**src/rtl/frame_buf_writer.sv**
```systemverilog
// Packs capture words into DDR bursts with per-frame buffer rotation; optional FRAME_BUF_OVF_CNT_EN adds a saturating ovf_cnt.
// Latency: 1 cycle from valid_data_ddr to fifo_wr/data_fifo_frame.
// Backpressure: none upstream; a word that meets fifo_full is dropped but still advances counters.
module frame_buf_writer #(
  parameter int DATA_W           = 64,
  parameter int ADDR_W           = 29,
  parameter int BURST_LEN        = 32,
  parameter int BURSTS_PER_FRAME = 14400,
  parameter int NUM_BUF          = 3
) (
  input  logic                      clk_100,
  input  logic                      reset_n,
  input  logic                      start_frame,
  input  logic                      valid_data_ddr,
  input  logic [DATA_W-1:0]         data_ddr,
  input  logic [31:0]               reg_addr_buf_1,
  input  logic [31:0]               reg_buf_stride,
  input  logic                      fifo_full,
  output logic                      fifo_wr,
  output logic [DATA_W+ADDR_W+2:0]  data_fifo_frame,
  output logic                      end_frame,
  output logic                      frame_err,
  output logic [1:0]                wr_buf_idx,
  output logic [1:0]                rd_buf_idx,
  output logic                      ovf_flag,
  output logic [15:0]               ovf_cnt
);

  localparam logic [0:0] IDLE   = 1'b0;
  localparam logic [0:0] ACTIVE = 1'b1;
  localparam int WC_W = $clog2(BURST_LEN);

  logic [0:0]        state;
  logic [WC_W-1:0]   word_cnt;
  logic [15:0]       burst_cnt;
  logic [ADDR_W-1:0] burst_addr;

  logic [1:0]        next_idx;
  logic [ADDR_W-1:0] cur_base;
  logic [ADDR_W-1:0] next_base;
  logic              take;
  logic              final_word;
  logic              restart;
  logic [WC_W-1:0]   cur_word;
  logic [15:0]       cur_burst;
  logic [ADDR_W-1:0] cur_addr;
  logic              last_burst;
  logic              last_frame;

  always_comb begin
    next_idx   = (wr_buf_idx == 2'(NUM_BUF - 1)) ? 2'd0 : wr_buf_idx + 2'd1;
    cur_base   = reg_addr_buf_1[ADDR_W-1:0] + reg_buf_stride[ADDR_W-1:0] * ADDR_W'(wr_buf_idx);
    next_base  = reg_addr_buf_1[ADDR_W-1:0] + reg_buf_stride[ADDR_W-1:0] * ADDR_W'(next_idx);
    take       = (state == ACTIVE) && valid_data_ddr;
    final_word = take && (word_cnt == WC_W'(BURST_LEN - 1))
                      && (burst_cnt == 16'(BURSTS_PER_FRAME - 1));
    // A start coinciding with the closing word is a clean hand-off, not an abort
    restart    = (state == ACTIVE) && start_frame && !final_word;
    cur_word   = restart ? '0 : word_cnt;
    cur_burst  = restart ? '0 : burst_cnt;
    cur_addr   = restart ? cur_base : burst_addr;
    last_burst = (cur_word == WC_W'(BURST_LEN - 1));
    last_frame = last_burst && (cur_burst == 16'(BURSTS_PER_FRAME - 1));
  end

  always_ff @(posedge clk_100) begin
    if (!reset_n) begin
      state           <= IDLE;
      word_cnt        <= '0;
      burst_cnt       <= '0;
      burst_addr      <= '0;
      wr_buf_idx      <= '0;
      rd_buf_idx      <= '0;
      fifo_wr         <= 1'b0;
      end_frame       <= 1'b0;
      frame_err       <= 1'b0;
      ovf_flag        <= 1'b0;
      data_fifo_frame <= '0;
    end else begin
      fifo_wr   <= 1'b0;
      end_frame <= 1'b0;
      frame_err <= restart;
      if (state == IDLE) begin
        if (start_frame) begin
          state      <= ACTIVE;
          word_cnt   <= '0;
          burst_cnt  <= '0;
          burst_addr <= cur_base;
        end
      end else begin
        if (restart) begin
          word_cnt   <= '0;
          burst_cnt  <= '0;
          burst_addr <= cur_base;
        end
        if (take) begin
          fifo_wr         <= !fifo_full;
          data_fifo_frame <= {last_burst, last_frame, 1'b1, cur_addr, data_ddr};
          end_frame       <= last_frame;
          if (fifo_full) ovf_flag <= 1'b1;
          if (last_frame) begin
            rd_buf_idx <= wr_buf_idx;
            wr_buf_idx <= next_idx;
            word_cnt   <= '0;
            burst_cnt  <= '0;
            if (start_frame) burst_addr <= next_base;
            else             state      <= IDLE;
          end else if (last_burst) begin
            word_cnt   <= '0;
            burst_cnt  <= cur_burst + 16'd1;
            burst_addr <= cur_addr + ADDR_W'(BURST_LEN);
          end else begin
            word_cnt   <= cur_word + WC_W'(1);
          end
        end
      end
    end
  end

`ifdef FRAME_BUF_OVF_CNT_EN
  always_ff @(posedge clk_100) begin
    if (!reset_n)                                   ovf_cnt <= '0;
    else if (take && fifo_full && ovf_cnt != 16'hFFFF) ovf_cnt <= ovf_cnt + 16'd1;
  end
`else
  assign ovf_cnt = '0;
`endif

  generate
    if (ADDR_W < 32) begin : g_hi_bits
      logic unused_hi;
      assign unused_hi = ^{reg_addr_buf_1[31:ADDR_W], reg_buf_stride[31:ADDR_W]};
    end
  endgenerate

endmodule
```
**config.mk**
```make
export PLATFORM = sky130hd
export DESIGN_NAME = frame_buf_writer
export DESIGN_NICKNAME = d
export VERILOG_FILES = /design/src/rtl/frame_buf_writer.sv
export SDC_FILE = /design/constraint.sdc
export NUM_CORES = 1
export LEC_CHECK = 0
export ABC_CLOCK_PERIOD_IN_PS = 6200
export BUFFER_PORTS_ARGS = -buffer_cell sky130_fd_sc_hd__buf_4
export CORE_AREA = 2 2 144 181
export CTS_CLUSTER_SIZE = 12
export DETAILED_ROUTE_END_ITERATION = 8
export DIE_AREA = 0 0 146 183
export HOLD_SLACK_MARGIN = 0.05
export PLACE_DENSITY = 0.75
export SLEW_MARGIN = 20
export SYNTH_ARGS = -nofsm -noshare
export SYNTH_HDL_FRONTEND = slang
export SYNTH_SLANG_ARGS = --single-unit
```
**constraint.sdc**
```tcl
create_clock -name clk_100 -period 6.2 [get_ports clk_100]
set_input_delay 0.31 -clock clk_100 [delete_from_list [all_inputs] [get_ports clk_100]]
set_output_delay 0.31 -clock clk_100 [all_outputs]
set_load 0.005 [all_outputs]
```
# After elaboration in Yosys (flattened, before gate mapping)
# Index checks and enable logic that the tools add are counted.
# op_classes
n_addsub,6
mul,2
eq_ne,5
muxes,24
reduce_logical,13
# op_table
op,n
29-bit 2-to-1 mux,7
16-bit 2-to-1 mux,6
29-bit adder,2
29-bit by 2-bit multiplier with 29-bit output,2
"16-bit by 14-bit equality test with 1-bit output, second input constant",2
5-bit 2-to-1 mux,6
"29-bit by 6-bit adder with 29-bit output, second input constant",1
"16-bit by 1-bit adder with 16-bit output, second input constant",1
"5-bit equality test, second input constant",2
3-bit AND reduction,3
1-bit logical AND,6
"5-bit by 1-bit adder with 5-bit output, second input constant",1
1-bit 2-to-1 mux,4
"2-bit by 1-bit adder with 2-bit output, second input constant",1
"2-bit equality test, second input constant",1
1-bit logical NOT,2
2-bit 2-to-1 mux,1
2-bit AND reduction,1
2-bit nonzero test,1
# word_totals
ff_bits,155
in_bits,133
output_inout_bits,120
wordCells,61

# Logic depth before layout (Yosys ltp)
# Gate-level depths: netlist of the first run.
# logic_depth
ltp_word,11
depth_mapped,22

# Worst setup path after synthesis of the first run
# No wires, ideal clock.
# synth_timing
path_type,register to register
startpoint,register wr_buf_idx[1]
endpoint,register burst_addr[27]
t_arrival_ns,4.910
required_time_ns,6.105
slack_ns,1.195
stages_incl_launch_ff,17
n_path_buf,2
period_less_slack_ns,5.005
path_cell_list,dfxtp_1 > clkbuf_1 > clkbuf_1 > nand2_1 > fa_1 > inv_1 > fa_1 > a21o_1 > a221o_1 > o32ai_1 > o21ai_0 > a222oi_1 > o211ai_1 > nand4bb_1 > nor3_2 > mux2_2 > a221oi_1
# synth_between
elab_chain_cells,8
word_cells_on_any_way,15
classes_between,add/sub (4); mul (2); eq/ne (1); mux (8)
# synth_lines
item,line,text
"start, declared",23,"output logic [1:0] wr_buf_idx,"
"start signal, assigned",103,wr_buf_idx <= next_idx;
29-bit by 2-bit multiplier with 29-bit output (tied with other cells),52,cur_base = reg_addr_buf_1[ADDR_W-1:0] + reg_buf_stride[ADDR_W-1:0] * ADDR_W'(wr_buf_idx);
29-bit adder or 2-bit 2-to-1 mux (tied branches),"52, 51",
29-bit 2-to-1 mux or 29-bit by 2-bit multiplier with 29-bit output (tied branches),"61, 91, 53",
29-bit by 6-bit adder with 29-bit output or 29-bit adder (tied branches),"111, 53",
"29-bit 2-to-1 mux, on equally long branches","108, 106",
29-bit 2-to-1 mux,101,if (last_frame) begin
29-bit 2-to-1 mux,96,if (take) begin
29-bit 2-to-1 mux (*),83,if (state == IDLE) begin
"end signal, assigned",88,burst_addr <= cur_base;
"end signal, assigned",106,if (start_frame) burst_addr <= next_base;
"end signal, assigned",111,burst_addr <= cur_addr + ADDR_W'(BURST_LEN);
"end, declared",36,logic [ADDR_W-1:0] burst_addr;
# Every way passes the cells marked *; elsewhere a longest branch is shown, timed or not. The select of a mux whose other input is x is not followed.
# A chain may end at the register's enable or synchronous reset.

# Worst setup path after layout of the first run
# layout_timing
startpoint,register wr_buf_idx[0]
endpoint,register burst_addr[27]
# The elaborated chain is that of the path after synthesis.

==> impl_metrics.env, run 1 <==
export IMPL_cts_num_sinks=155
export IMPL_synthMostInstantiatedCell="sky130_fd_sc_hd__nand2_1"
export IMPL_timing_fmax_mhz=186
export IMPL_p_leak_nw=6.80
export IMPL_antenna_violations_before_repair=0
export IMPL_cts_inserted_buffers=17
export IMPL_async_flop_share=0
export IMPL_synthToLayoutAreaGrowth_pct=19.4
export IMPL_rows=65
export IMPL_crit_path_start_kind="flip-flop"
export IMPL_worst_ep_required_time_ps=6540
export IMPL_cts_htree_levels=4
export IMPL_hold_ws_ps=128
export IMPL_count_of_synthesis_stage_warnings_from_yosys=0
export IMPL_ant_nets=0
export IMPL_die_y_um=183
export IMPL_final_nets=2174
export IMPL_grt_pass1_vias=12400
export IMPL_floorplan_die_width_um=146
export IMPL_yosys_top_cells_area="sky130_fd_sc_hd__dfxtp_1 24%, sky130_fd_sc_hd__nand2_1 10%, sky130_fd_sc_hd__fa_1 8.8%, sky130_fd_sc_hd__a21oi_1 7.6%, sky130_fd_sc_hd__ha_1 5.9%"
export IMPL_clock_root_buffer="sky130_fd_sc_hd__clkbuf_16"
export IMPL_maximum_resistive_drop_on_vdd_mv=0.204
export IMPL_coreArea_sq_um=25000
export IMPL_synth_top_cells_by_count="353 x sky130_fd_sc_hd__nand2_1, 194 x sky130_fd_sc_hd__a21oi_1, 155 x sky130_fd_sc_hd__dfxtp_1, 145 x sky130_fd_sc_hd__inv_1, 107 x sky130_fd_sc_hd__nor2_1"
export IMPL_num_antenna_cells=0
export IMPL_gp_congestion=0.922
export IMPL_path_class="flip-flop to flip-flop"
export IMPL_max_cap_viol_count=0
export IMPL_clkSlewWorstSetupHoldPaths_ps=70
export IMPL_worst_clock_skew_ps=14.4
export IMPL_drive_above_1_share=0.163
export IMPL_grt_overflow=0
export IMPL_cts_tree="done"
export IMPL_drtIter0Drc=946
export IMPL_cts_buffer_depth=2
export IMPL_synth_ff_latch_count=155
export IMPL_syn_mean_instance_area_sq_um=7.30
export IMPL_synth_cell_types=76
export IMPL_place_detailed_hpwl_mm=28.3
export IMPL_drc=0
export IMPL_power_per_cell_area_nw_per_um2=184
export IMPL_dr_total_vias=13000
export IMPL_cp_max_fanout=27
export IMPL_wire_length_of_the_first_global_routing_pass_mm=61.2
export IMPL_max_slew_margin_rel=0.351
export IMPL_firstDrtPassIters=5
export IMPL_final_min_clock_period_ps=5370
export IMPL_run_status="complete, no violations"
export IMPL_synth_seq_area_share=0.243
export IMPL_number_of_enable_type_register_cells_in_the_synthesized_netlist=0
export IMPL_setup_tns_ps=0
export IMPL_finalHoldViolCount=0
export IMPL_ys_dominant_reg_cell="sky130_fd_sc_hd__dfxtp_1"
export IMPL_fin_crit_sh=0.867
export IMPL_grt_setup_unrepaired="false"
export IMPL_port_buffer_count=230
export IMPL_worstPathArrival_ps=5710
export IMPL_clock_latency_ps=430
export IMPL_post_synthesis_instance_area_sq_um=12800
export IMPL_fillers=2333
export IMPL_timing_final_max_slew_violations=0
export IMPL_initial_utilization=0.510
export IMPL_total_die_area_sq_um=26700
export IMPL_finalWirelength_mm=37.6
export IMPL_crit_path_end_kind="flip-flop"
export IMPL_avg_vias_per_cell=5.73
export IMPL_io_pin_count=253
export IMPL_largest_net_degree_at_the_start_of_global_routing=95
export IMPL_post_cts_buffers=0
export IMPL_finalSetupViolations=0
export IMPL_worstHoldPathType="input port to flip-flop"
export IMPL_synth_area_leader_cell="sky130_fd_sc_hd__dfxtp_1"
export IMPL_global_route_usage_total=0.275
export IMPL_drt_wirelength_per_cell_um=16.5
export IMPL_timing_worst_slew_pin_value_ps=968
export IMPL_syn_inst=1752
export IMPL_netlist_area_leader_share=0.243
state kept, by name, summed over array words and instances, names as in the netlist:
register,flops
wr_buf_idx,2
rd_buf_idx,2
frame_err,1
word_cnt,5
burst_addr,29
end_frame,1
fifo_wr,1
ovf_flag,1
state,1
data_fifo_frame,96
burst_cnt,16
metal layers:
metal | vias to the layer above | global-route usage | wire length [um]
met5 | - | 0 | 0
met4 | 0 | 0.118 | 1310
met3 | 81 | 0.0418 | 2460
met2 | 510 | 0.486 | 18300
met1 | 6100 | 0.334 | 15500
li1 | 6343 | - | -
metrics by stage:
| step | cell area, sq um | worst slack [ps] | cells | utilization | power [mW] |
|---|---|---|---|---|---|
| final | 15300 | 827 | 2273 | 0.609 | 2.80 |
| after global routing | 15300 | 433 | 2273 | 0.609 | 2.93 |
| after CTS | 15300 | 916 | 2273 | 0.609 | 2.81 |
| after detailed placement | 14700 | 936 | 2240 | 0.585 | 1.75 |
| after global placement | 14700 | 941 | 2240 | 0.585 | 1.74 |
| after floorplan | 12800 | 1190 | 1767 | - | 1.52 |
worst max-delay path, stage by stage (launching register included):
cell	delay [ps]
sky130_fd_sc_hd__dfxtp_1	510
sky130_fd_sc_hd__buf_4	410
sky130_fd_sc_hd__nand2_1	120
sky130_fd_sc_hd__fa_1	490
sky130_fd_sc_hd__inv_1	40
sky130_fd_sc_hd__ha_1	390
sky130_fd_sc_hd__a211oi_1	420
sky130_fd_sc_hd__nor2_1	120
sky130_fd_sc_hd__o32ai_1	320
sky130_fd_sc_hd__o21ai_0	170
sky130_fd_sc_hd__a222oi_1	620
sky130_fd_sc_hd__o211ai_1	350
sky130_fd_sc_hd__nand4bb_1	370
sky130_fd_sc_hd__nor3_2	300
sky130_fd_sc_hd__mux2_2	360
sky130_fd_sc_hd__a221oi_1	240
worst paths after layout:
kind                       startpoint                  end  slack (ps)  cells past startpoint
setup / recovery        wr_buf_idx[0]       burst_addr[27]         830                     15
hold / removal           data_ddr[53]  data_fifo_frame[53]         130                      3
setup reg to reg        wr_buf_idx[0]       burst_addr[27]         830                     15
hold reg to reg   data_fifo_frame[58]  data_fifo_frame[58]         450                      2
layout by cell type (no fill, tap or decap), types with 11 or more instances in the layout:
| cell type | count |
|---|---|
| sky130_fd_sc_hd__nand2_1 | 352 |
| sky130_fd_sc_hd__buf_4 | 248 |
| sky130_fd_sc_hd__a21oi_1 | 194 |
| sky130_fd_sc_hd__dfxtp_1 | 155 |
| sky130_fd_sc_hd__inv_1 | 144 |
| sky130_fd_sc_hd__nor2_1 | 106 |
| sky130_fd_sc_hd__o21ai_0 | 66 |
| sky130_fd_sc_hd__ha_1 | 60 |
| sky130_fd_sc_hd__fa_1 | 56 |
| sky130_fd_sc_hd__a211oi_1 | 49 |
| sky130_fd_sc_hd__nand3_1 | 43 |
| sky130_fd_sc_hd__nor3_1 | 33 |
| sky130_fd_sc_hd__xnor2_1 | 31 |
| sky130_fd_sc_hd__mux2i_1 | 24 |
| sky130_fd_sc_hd__and2_1 | 21 |
| sky130_fd_sc_hd__xor2_1 | 21 |
| sky130_fd_sc_hd__nor2b_1 | 21 |
| sky130_fd_sc_hd__a21o_1 | 19 |
| sky130_fd_sc_hd__nand4_1 | 19 |
| sky130_fd_sc_hd__a31oi_1 | 19 |
| sky130_fd_sc_hd__clkbuf_16 | 17 |
| sky130_fd_sc_hd__conb_1 | 16 |
| sky130_fd_sc_hd__and3_1 | 13 |
| sky130_fd_sc_hd__o211ai_1 | 13 |
| sky130_fd_sc_hd__o21a_1 | 13 |
| sky130_fd_sc_hd__nand2b_1 | 11 |
report_power, final:
group / leakage (nW) / switching (mW) / internal (mW)
Combinational: 5.25 / 0.395 / 0.280
Clock: 0.282 / 0.435 / 0.629
Sequential: 1.26 / 0.0249 / 1.04
cell type report:
| type | instances | area (sq um) | area share |
|---|---|---|---|
| Inverter | 145 | 547 | 0.0358 |
| Timing Repair Buffer | 249 | 1870 | 0.123 |
| Clock inverter | 12 | 138 | 0.00901 |
| Sequential cell | 155 | 3100 | 0.203 |
| Clock buffer | 20 | 467 | 0.0306 |
| Tap cell | 335 | 419 | 0.0275 |
| Multi-Input combinational cell | 1357 | 8720 | 0.571 |
what timing repair did:
item | in CTS | in global routing
hold endpoints to repair | 1 | 0
resized for setup | 0 | 0
setup endpoints to repair | 0 | 0
hold buffers | 1 | 0
cells by family (layout without fill, tap and decap cells):
group           Yosys count  after routing  share of synthesized area
fa+ha+maj               116            116                      0.146
xor+xnor                 52             52                     0.0356
simple gates            677            677                      0.242
compound gates          465            465                      0.227
flops                   155            155                      0.243
other cells               1             16                   0.000293
buf+inv                 255            426                     0.0806
mux                      31             31                     0.0250
Note: power is estimated with default switching activity, not from simulation.
==> run 2, diff against run 1 <==
--- a/config.mk
+++ b/config.mk
@@ -5,14 +5,14 @@
 export SDC_FILE = /design/constraint.sdc
 export NUM_CORES = 1
 export LEC_CHECK = 0
-export ABC_CLOCK_PERIOD_IN_PS = 6200
+export ABC_CLOCK_PERIOD_IN_PS = 4500
 export BUFFER_PORTS_ARGS = -buffer_cell sky130_fd_sc_hd__buf_4
 export CORE_AREA = 2 2 144 181
-export CTS_CLUSTER_SIZE = 12
+export CTS_CLUSTER_SIZE = 24
 export DETAILED_ROUTE_END_ITERATION = 8
 export DIE_AREA = 0 0 146 183
 export HOLD_SLACK_MARGIN = 0.05
-export PLACE_DENSITY = 0.75
+export PLACE_DENSITY = 0.78
 export SLEW_MARGIN = 20
 export SYNTH_ARGS = -nofsm -noshare
 export SYNTH_HDL_FRONTEND = slang
==> constraint.sdc (replaced) <==
create_clock -name clk_100 -period 4.5 [get_ports clk_100]
set_input_delay 0.225 -clock clk_100 [delete_from_list [all_inputs] [get_ports clk_100]]
set_output_delay 0.225 -clock clk_100 [all_outputs]
set_load 0.005 [all_outputs]
==> impl_metrics.env, run 2 (synthesis gave the netlist of run 1 again) <==
export IMPL_run_status="complete, no violations"
export IMPL_timing_final_max_slew_violations=0
export IMPL_register_name_with_the_most_flops="data_fifo_frame"
export IMPL_placed_cells=2366
export IMPL_max_cap_viol_count=0
export IMPL_grt_overflow=0
export IMPL_floorplan_die_width_um=146
export IMPL_finalSetupViolations=0
export IMPL_cts_buffer_depth=2
export IMPL_clock_latency_ps=420
export IMPL_largest_registers="data_fifo_frame x96, burst_addr x29, burst_cnt x16"
export IMPL_total_power_mw=4.01
export IMPL_p_leak_nw=7.75
export IMPL_maximum_resistive_drop_on_vdd_mv=0.261
export IMPL_most_common_layout_cells="376 x sky130_fd_sc_hd__buf_4, 351 x sky130_fd_sc_hd__nand2_1, 191 x sky130_fd_sc_hd__a21oi_1, 153 x sky130_fd_sc_hd__dfxtp_1, 144 x sky130_fd_sc_hd__inv_1"
export IMPL_finalWirelength_mm=41.2
export IMPL_total_die_area_sq_um=26700
export IMPL_grt_pass1_vias=13600
export IMPL_rows=65
export IMPL_fin_util=0.682
export IMPL_largest_register_ffs=96
export IMPL_cts_num_sinks=155
export IMPL_worst_clock_skew_ps=9.44
export IMPL_worstHoldPathCells=3
export IMPL_met1_length_mm=16.3
export IMPL_hold_ws_ps=62.0
export IMPL_mostFrequentLayoutCell="sky130_fd_sc_hd__buf_4"
export IMPL_grt_setup_unrepaired="true"
export IMPL_antenna_violations_before_repair=0
export IMPL_initial_utilization=0.510
export IMPL_worst_r2r_setup_slack_ps=40
export IMPL_power_per_cell_area_nw_per_um2=235
export IMPL_firstDrtPassIters=6
export IMPL_cts_inserted_buffers=17
export IMPL_clock_root_buffer="sky130_fd_sc_hd__clkbuf_16"
export IMPL_fillers=2068
export IMPL_fin_crit_sh=0.992
export IMPL_port_buffer_count=230
export IMPL_drive_above_1_share=0.232
export IMPL_avg_vias_per_cell=5.70
export IMPL_drc=0
export IMPL_number_of_cells_traversed_by_the_worst_register_to_register_path=15
export IMPL_worstPathArrival_ps=4770
export IMPL_clkSlewWorstSetupHoldPaths_ps=60
export IMPL_finalHoldViolCount=0
export IMPL_cts_htree_levels=4
export IMPL_drt_wirelength_per_cell_um=16.8
export IMPL_instances_no_fill=2454
export IMPL_crit_path_end_kind="flip-flop"
export IMPL_cp_max_fanout=6
export IMPL_final_nets=2357
export IMPL_io_pin_count=253
export IMPL_final_min_clock_period_ps=4460
export IMPL_wire_length_of_the_first_global_routing_pass_mm=66.6
export IMPL_die_y_um=183
export IMPL_dr_wl_met3_mm=2.74
export IMPL_met2_wirelength_mm=20.1
export IMPL_global_route_usage_total=0.300
export IMPL_drtIter0Drc=1101
export IMPL_synthToLayoutAreaGrowth_pct=33.6
export IMPL_worstHoldPathType="input port to flip-flop"
export IMPL_ant_nets=0
export IMPL_path_class="flip-flop to flip-flop"
export IMPL_gp_congestion=0.946
export IMPL_dr_total_vias=14000
export IMPL_num_antenna_cells=0
export IMPL_crit_path_start_kind="flip-flop"
export IMPL_max_slew_margin_rel=0.251
export IMPL_coreArea_sq_um=25000
export IMPL_cts_tree="done"
export IMPL_timing_fmax_mhz=224
export IMPL_timing_worst_slew_pin_value_ps=1110
export IMPL_largest_net_degree_at_the_start_of_global_routing=110
export IMPL_place_detailed_hpwl_mm=30.0
export IMPL_route_top_layer_used="met4"
export IMPL_worst_ep_required_time_ps=4810
==> run 2: layout make-up <==
type                    instances  area, sq um  share of cell area
multi-input cells            1357         8990               0.527
repair buffers                432         3430               0.201
flip-flops and latches        155         3110               0.182
inverters                     145          547              0.0320
clock buffers                  19          433              0.0254
well taps                     335          419              0.0245
clock inverters                11          146             0.00857
==> run 2: where the power goes <==
group	switching (mW)	total (mW)	internal (mW)
clock	0.569	1.44	0.867
combinational	0.598	1.10	0.502
sequential	0.0372	1.47	1.43
total	1.20	4.01	2.80
==> run 2: path summary, 6_finish.rpt <==
kind | startpoint | endpoint
setup / recovery | wr_buf_idx[0] | burst_addr[28]
hold / removal | data_ddr[14] | data_fifo_frame[14]
setup reg to reg | wr_buf_idx[0] | burst_addr[28]
hold reg to reg | rd_buf_idx[0] | rd_buf_idx[0]
==> run 2: critical path, stage by stage (launching register included) <==
cell and delay (ps):
sky130_fd_sc_hd__dfxtp_4 390, sky130_fd_sc_hd__buf_6 150, sky130_fd_sc_hd__and2_4 140, sky130_fd_sc_hd__fa_1 520
sky130_fd_sc_hd__ha_4 320, sky130_fd_sc_hd__o211ai_1 150, sky130_fd_sc_hd__o211a_1 300, sky130_fd_sc_hd__o211ai_1 410
sky130_fd_sc_hd__o2111ai_2 200, sky130_fd_sc_hd__a211oi_2 270, sky130_fd_sc_hd__buf_4 170, sky130_fd_sc_hd__mux2i_4 80
sky130_fd_sc_hd__or4_1 480, sky130_fd_sc_hd__or4_4 540, sky130_fd_sc_hd__mux2i_1 160, sky130_fd_sc_hd__o21ai_1 70
==> run 2: what timing repair did <==
item,CTS,global route
hold buffers,48,0
pin swaps,1,26
buffers inserted,3,7
gates resized for setup,5,52
setup endpoints to repair,10,18
endpoints found under the hold margin,49,0
==> run 2: metrics by stage <==
stage,TNS [ps],area (sq um),setup WS (ps)
detailed placement,-251,15700,-79.1
floorplan,0,12900,0.151
CTS,-12.5,16800,-7.58
global placement,-13.4,15700,-11.9
global route,-303,17100,-154
finish,0,17100,36.8
==> run 2: layer usage <==
layer / vias up / GRT usage
met5: - / 0
met4: 0 / 0.141
met3: 128 / 0.0408
met2: 624 / 0.528
met1: 6532 / 0.365
li1: 6710 / -
